$ cat src/rtl/return_stack_ctrl.sv
// Return-address stack sequencer: pushes and pops two-byte PC frames on a
// descending byte stack in data memory and steers the cache unit's loader.
module return_stack_ctrl #(
    parameter logic [7:0] STACK_TOP   = 8'd255,
    parameter logic [7:0] STACK_FLOOR = 8'd214
) (
    input  logic       clk,
    input  logic       reset,
    input  logic       push_req,
    input  logic       pop_req,
    input  logic [7:0] save_in,
    input  logic [7:0] mem_rd_data,
    output logic       loader_select,
    output logic [7:0] mem_addr,
    output logic       mem_wr_en,
    output logic [7:0] mem_wr_data,
    output logic       mem_rd_en,
    output logic [7:0] mem_byte,
    output logic       load_valid,
    output logic       busy,
    output logic       done,
    output logic       err,
    output logic       fault,
    output logic [7:0] sp,
    output logic [4:0] depth
);

    typedef enum logic [2:0] {
        IDLE,
        PUSH_HI,
        PUSH_LO,
        POP_LO,
        POP_HI,
        POP_FIN
    } state_t;

    state_t     state_q, state_d;
    logic [7:0] sp_q, sp_d;
    logic [4:0] depth_q, depth_d;
    logic [7:0] addr_q, addr_d;
    logic       wr_en_q, wr_en_d;
    logic       rd_en_q, rd_en_d;
    logic       lsel_q, lsel_d;
    logic       lvalid_q, lvalid_d;
    logic       done_q, done_d;
    logic       err_q, err_d;
    logic       fault_q, fault_d;
    logic       push_ok, pop_ok;

    // Legality checks widened to 9 bits so the +1/+2 never wrap.
    always_comb begin
        push_ok = ({1'b0, sp_q} >= ({1'b0, STACK_FLOOR} + 9'd1));
        pop_ok  = (({1'b0, sp_q} + 9'd2) <= {1'b0, STACK_TOP});
    end

    // Next-state, stack bookkeeping, and strobe decode from the next state so
    // every strobe leaves a flop aligned with the state it belongs to.
    always_comb begin
        state_d = state_q;
        sp_d    = sp_q;
        depth_d = depth_q;
        done_d  = 1'b0;
        err_d   = 1'b0;
        fault_d = fault_q;

        case (state_q)
            IDLE: begin
                if (push_req && pop_req) begin
                    err_d = 1'b1;
                end else if (push_req) begin
                    if (push_ok) state_d = PUSH_HI;
                    else         err_d   = 1'b1;
                end else if (pop_req) begin
                    if (pop_ok) state_d = POP_LO;
                    else        err_d   = 1'b1;
                end
            end
            PUSH_HI: state_d = PUSH_LO;
            PUSH_LO: begin
                state_d = IDLE;
                sp_d    = sp_q - 8'd2;
                depth_d = depth_q + 5'd1;
                done_d  = 1'b1;
            end
            POP_LO:  state_d = POP_HI;
            POP_HI:  state_d = POP_FIN;
            POP_FIN: begin
                state_d = IDLE;
                sp_d    = sp_q + 8'd2;
                depth_d = depth_q - 5'd1;
                done_d  = 1'b1;
            end
            default: state_d = IDLE;
        endcase

        if (err_d) fault_d = 1'b1;

        wr_en_d  = (state_d == PUSH_HI) || (state_d == PUSH_LO);
        rd_en_d  = (state_d == POP_LO) || (state_d == POP_HI);
        lsel_d   = (state_d == PUSH_LO) || (state_d == POP_FIN);
        lvalid_d = (state_d == POP_FIN);

        case (state_d)
            PUSH_HI: addr_d = sp_d;
            PUSH_LO: addr_d = sp_d - 8'd1;
            POP_LO:  addr_d = sp_d + 8'd1;
            POP_HI:  addr_d = sp_d + 8'd2;
            default: addr_d = sp_d;
        endcase
    end

    // State and output registers; reset abandons any frame in flight.
    always_ff @(posedge clk or posedge reset) begin
        if (reset) begin
            state_q  <= IDLE;
            sp_q     <= STACK_TOP;
            depth_q  <= '0;
            addr_q   <= STACK_TOP;
            wr_en_q  <= 1'b0;
            rd_en_q  <= 1'b0;
            lsel_q   <= 1'b0;
            lvalid_q <= 1'b0;
            done_q   <= 1'b0;
            err_q    <= 1'b0;
            fault_q  <= 1'b0;
        end else begin
            state_q  <= state_d;
            sp_q     <= sp_d;
            depth_q  <= depth_d;
            addr_q   <= addr_d;
            wr_en_q  <= wr_en_d;
            rd_en_q  <= rd_en_d;
            lsel_q   <= lsel_d;
            lvalid_q <= lvalid_d;
            done_q   <= done_d;
            err_q    <= err_d;
            fault_q  <= fault_d;
        end
    end

    // Output wiring; write data and returned byte pass straight through.
    always_comb begin
        loader_select = lsel_q;
        mem_addr      = addr_q;
        mem_wr_en     = wr_en_q;
        mem_wr_data   = save_in;
        mem_rd_en     = rd_en_q;
        mem_byte      = mem_rd_data;
        load_valid    = lvalid_q;
        busy          = (state_q != IDLE);
        done          = done_q;
        err           = err_q;
        fault         = fault_q;
        sp            = sp_q;
        depth         = depth_q;
    end

endmodule

$ cat config.mk
export PLATFORM = sky130hd
export DESIGN_NAME = return_stack_ctrl
export DESIGN_NICKNAME = d
export VERILOG_FILES = /design/src/rtl/return_stack_ctrl.sv
export SDC_FILE = /design/constraint.sdc
export NUM_CORES = 1
export LEC_CHECK = 0
export ABC_CLOCK_PERIOD_IN_PS = 9200
export CAP_MARGIN = 30
export CORE_UTILIZATION = 25
export DETAILED_ROUTE_END_ITERATION = 8
export PLACE_DENSITY = 0.49
export SLEW_MARGIN = 10
export SYNTH_ARGS = -nofsm -noshare
export SYNTH_HDL_FRONTEND = slang
export SYNTH_SLANG_ARGS = --single-unit
$ cat constraint.sdc
create_clock -name clk -period 9.2 [get_ports clk]
set_input_delay 1.38 -clock clk [delete_from_list [all_inputs] [get_ports clk]]
set_output_delay 1.38 -clock clk [all_outputs]
set_load 0.05 [all_outputs]
### After elaboration in Yosys (flattened, before gate mapping)

Cells that the tools add are included.

| cells by class | value |
|---|---|
| divide/modulo/power cells | 0 |
| reduce and logical (&&, ||, !) cells | 8 |
| multipliers | 0 |
| shift operators | 0 |
| $lt $le $gt $ge | 2 |
| muxes and demuxes | 16 |
| eq/ne operators | 10 |
| add/subtract/negate cells | 8 |
| bitwise operators | 0 |

Operator list:

| kind | count |
|---|---|
| one-hot mux 8 bit (3 select lines) | 1 |
| adder 8 x 2 -> 8 bit (second input constant) | 2 |
| one-hot mux 8 bit (2 select lines) | 1 |
| 2-to-1 mux 3 bit | 5 |
| equality test 3 x 2 -> 1 bit (second input constant) | 4 |
| equality test 3 bit (second input constant) | 4 |
| one-hot mux 3 bit (4 select lines) | 1 |
| one-hot mux 5 bit (2 select lines) | 1 |
| adder 8 x 2 -> 9 bit (second input constant) | 1 |
| <= comparator 9 x 8 -> 1 bit (second input constant) | 1 |
| adder 8 x 1 -> 8 bit (second input constant) | 1 |
| >= comparator 8 bit (second input constant) | 1 |
| subtractor 8 x 1 -> 8 bit (second input constant) | 1 |
| subtractor 8 x 2 -> 8 bit (second input constant) | 1 |
| 2-to-1 mux 1 bit | 7 |
| equality test 3 x 1 -> 1 bit (second input constant) | 2 |
| adder 5 x 1 -> 5 bit (second input constant) | 1 |
| subtractor 5 x 1 -> 5 bit (second input constant) | 1 |
| zero test 3 bit | 1 |
| logical OR 1 bit | 3 |
| nonzero test 3 bit | 1 |
| nonzero test 2 bit | 1 |
| OR reduction 2 bit | 1 |
| logical AND 1 bit | 1 |

| word-level totals | value |
|---|---|
| memories kept | 0 |
| RAM bits | 0 |
| bits in read-only memories | 0 |
| input port bits | 20 |
| bits in latches | 0 |
| bits in registers | 31 |
| output and inout port bits | 45 |
| word-level logic and storage cells | 55 |

### Longest topological paths before layout

| depth | value |
|---|---|
| depth in word-level cells | 9 |
| mapped depth | 16 |
| depth with buffers taken out | 15 |

### Worst setup path before layout

Ideal clock, no wire load.

| path | value |
|---|---|
| path kind | input-to-reg |
| start | input push_req |
| end | register addr_q[7], in the netlist mem_addr[7] |
| stages on the path | 12 |
| setup time | 86 ps |
| path buffers | 0 |
| data required time | 9114 ps |
| setup slack | 5763 ps |
| arrival time | 3351 ps |
| cell sequence | inv_1 > o311a_1 > nand3b_1 > inv_1 > ha_1 > fa_1 > nor2b_1 > o31a_1 > o22ai_1 > mux2i_1 > a31o_1 > xor2_1 |

| on the way | value |
|---|---|
| longest elaborated chain between the ends | 5 |
| elaborated cells between the ends (all ways) | 8 |
| classes of those cells | eq/ne (3); mux (4); reduce/logical (1) |

RTL lines:

| what | RTL line | RTL |
|---|---|---|
| start: declaration | 9 | `input logic push_req,` |
| 2-to-1 mux 3 bit / logical AND 1 bit (equally long branches) | 70, 68 |  |
| 2-to-1 mux 3 bit * | 68 | `if (push_req && pop_req) begin` |
| one-hot mux 3 bit (4 select lines) * | 66 | `case (state_q)` |
| equality test 3 bit / equality test 3 x 2 -> 1 bit (equally long branches) | 103 | `case (state_d)` |
| one-hot mux 8 bit (3 select lines) * | 103 |  |
| net addr_d[7] | 40 | `logic [7:0] addr_q, addr_d;` |
| end signal: assignment | 130 | `addr_q <= addr_d;` |
| end: declaration | 40 |  |

The timed path passes the listed nets; every way through them passes the cells marked *.
A chain may end at the register's enable or synchronous reset.

### Final worst setup path

| path | value |
|---|---|
| start | register state_q[0] |
| end | register addr_q[7], in the netlist mem_addr[7] |

| on the way | value |
|---|---|
| elaborated cells between the ends (all ways) | 20 |
| classes of those cells | add/sub (3); eq/ne (8); mux (8); reduce/logical (1) |

RTL lines:

| what | RTL line | RTL |
|---|---|---|
| start: declaration | 37 | `state_t state_q, state_d;` |
| start signal: assignment | 127 | `state_q <= state_d;` |
| equality test 3 bit / equality test 3 x 2 -> 1 bit (equally long branches) | 66 |  |
| one-hot mux 8 bit (2 select lines) * | 66 |  |
| net sp_d[3] | 38 | `logic [7:0] sp_q, sp_d;` |
| adder 8 x 2 -> 8 bit (tied with other cells) | 107 | `POP_HI: addr_d = sp_d + 8'd2;` |
| one-hot mux 8 bit (3 select lines) * | 103 |  |
| net addr_d[7] | 40 |  |

Marked as above.

==> flow_summary.json <==
{
  "syn_area_per_cell_um2": 9.451,
  "async_reset_ff_share_pct": 100.0,
  "fin_crit_sh_pct": 44.45,
  "clk_pin_slew_worst_paths_ns": 0.07,
  "cts_hold_buf": 0,
  "clock-sinks": 30,
  "hpwl_um": 3664,
  "drt-vias-per-instance": 4.696,
  "maxCapViolCount": 0,
  "fin_nets": 287,
  "grt_max_degree": 31,
  "hold_viol": 0,
  "fillers": 852,
  "outcome": "completed",
  "worst_path_max_delay_cell": "dfrtp_1",
  "rows": 33,
  "tightestPinTransition_ns": 0.6281,
  "grt_overflow_total": 0,
  "synth_area_leaders": "dfstp_2 (18%), dfrtp_1 (17%), ha_1 (8.5%)",
  "ys_types": 57,
  "area_growth_syn_to_layout_pct": 16.93,
  "yosys.area.top_type": "dfstp_2",
  "wl_per_cell_um": 13.90,
  "ys_warn_count": 0,
  "netlist_area_mm2": 0.002202,
  "die_area_mm2": 0.009188,
  "ctsResizeCount": 0,
  "num_vias": 1667,
  "cts_root_buffer": "clkbuf_8",
  "post-cts-setup-buffers": 0,
  "cp-start-kind": "register",
  "ys_seq_area_share_pct": 34.94,
  "die_y_um": 95.86,
  "slew_viol_final": 0,
  "portBuffers": 31,
  "relSlewSlack_pct": 58.08,
  "diodes": 0,
  "syn_nets": 271,
  "drt_iter0_markers": 95,
  "io_pins": 65,
  "ant_nets": 0,
  "synth_top_area_share_pct": 17.90,
  "firstDrtPassIters": 4,
  "grt_pass1_wl_um": 8190,
  "highest_layer": "met4",
  "worstPathMaxFanout": 16,
  "max_stage_delay_ns": 0.60,
  "cts_buffers": 5,
  "synth_edf_count": 0,
  "synthCells": 233,
  "finalSetupViolCount": 0,
  "cts_tree": "yes",
  "fin_util_pct": 30.72,
  "grt_pass1_vias": 1649,
  "met3_length_um": 207,
  "synth_ff_type": "dfstp_2",
  "crit_chain": "nand3b_2, clkinv_2, fa_1, xnor2_1, o31ai_1, a221oi_2, ha_1, nor2b_1, o31a_1, o22ai_1, mux2i_1, a31o_1, xor2_1",
  "h-tree-depth": 2,
  "rsz0062_at_grt": "no",
  "synth-seq-cells": 30,
  "routabilityCongestion": 0.7557,
  "route.met2.wl_um": 2341,
  "cts_buffer_depth": 2,
  "min_period_ns": 4.089,
  "clk_latency_ns": 0.29,
  "hold_path.class": "reg -> reg",
  "arrival_ns": 4.31,
  "die_x_um": 95.86,
  "critical_path_class": "reg -> reg",
  "wl_met1_um": 2311,
  "finalWirelength_um": 4933,
  "grt_antenna_before_repair": 0,
  "end_kind": "register",
  "drive_above_1_share_pct": 17.20,
  "fmaxAchievable_ghz": 0.2446,
  "drc": 0,
  "cp.required_ns": 9.42,
  "core_region_area_mm2": 0.008382,
  "fin_setup_tns_ns": 0,
  "track_usage_pct": 11.64,
  "skew_ns": 0.007240,
  "start_util_pct": 26.27
}
==> worst paths after layout <==
path,cells after the start,end,from,slack (ns)
worst max register to register,13,mem_addr[7],state_q[0],5.11
worst min-delay path,1,fault,fault,0.47
worst min register to register,1,fault,fault,0.47
min in group asynchronous,3,state_q[0],reset,1.46
max in group asynchronous,3,sp[6],reset,7.41
worst max-delay path,13,mem_addr[7],state_q[0],5.11
==> registers in the layout, indices dropped and copies added, names as in the netlist, 3 cells and up <==
| register | flops |
|---|---|
| depth | 5 |
| sp | 7 |
| state_q | 3 |
| mem_addr | 8 |
==> cell families (layout without fill, tap and decap cells) <==
kind of cell	count (synthesis)	count (layout)	synth area share [%]
compound gates	52	52	18.18
mux	3	3	1.364
other cells	1	1	0.1703
fa+ha+maj	18	18	11.25
xor+xnor	13	13	5.170
flops	30	30	34.94
simple gates	75	75	17.95
buf+inv	41	58	10.97
==> per-layer routing <==
metal | global-route usage [%] | vias up
met2 | 19.70 | 35
met1 | 14.89 | 795
li1 | - | 830
met5 | 0 | -
met3 | 1.975 | 7
met4 | 4.104 | 0
==> layout make-up <==
class                      instances  area, um2  share of cell area (%)
multi-input combinational        162       1191                   46.26
sequential                        30      769.5                   29.88
timing repair buffer              32      317.8                   12.34
tap                              105      131.4                   5.102
clock buffer                       6      82.58                   3.207
inverter                          18      70.07                   2.721
clock inverter                     2      12.51                  0.4859
==> worst max-delay path: cells and delay by family, from the launching register on <==
kind / cells / cell delay, ns
AND/OR/NAND/NOR: 2 / 0.51
flip-flops: 1 / 0.60
buffers and inverters: 1 / 0.23
AO/OA/AOI/OAI: 5 / 1.25
adder cells (fa/ha/maj): 2 / 0.81
multiplexers: 1 / 0.21
XOR/XNOR: 2 / 0.40
==> cell usage after synthesis, drive strengths merged (5+ instances only) <==
cell / count
buf: 22
nor2: 17
inv: 16
dfrtp: 15
dfstp: 15
ha: 15
nand2: 13
nand3: 10
o21ai: 10
nor3: 9
xnor2: 9
a21oi: 8
o21a: 5
or2: 5
==> placed cells by master (no fill, tap or decap), types with 4 or more instances in the layout <==
cell	netlist	layout
clkdlybuf4s50_1	0	31
o22ai_1	4	4
xnor2_1	9	9
nor2_1	16	16
dfrtp_1	15	15
nor2b_1	4	4
o21ai_0	8	8
o21a_1	5	5
or2_2	4	4
nand3_1	10	10
nand2_1	13	13
xor2_1	4	4
a21oi_1	8	8
clkbuf_8	0	6
ha_1	15	15
dfstp_2	15	15
inv_1	14	14
nor3_1	9	9
==> per-stage QoR <==
step	hold slack (ns)	area, um2	cells	setup WS (ns)
global route	0.4843	2575	355	4.838
detailed placement	0.4624	2480	347	4.972
floorplan	0.5879	2202	233	5.763
finish	0.4721	2575	355	5.111
global placement	0.4591	2480	347	5.049
CTS	0.4772	2575	355	5.152
Power is not shown: default switching activity piles up to over one toggle a cycle in this logic, so the estimate is an artifact.
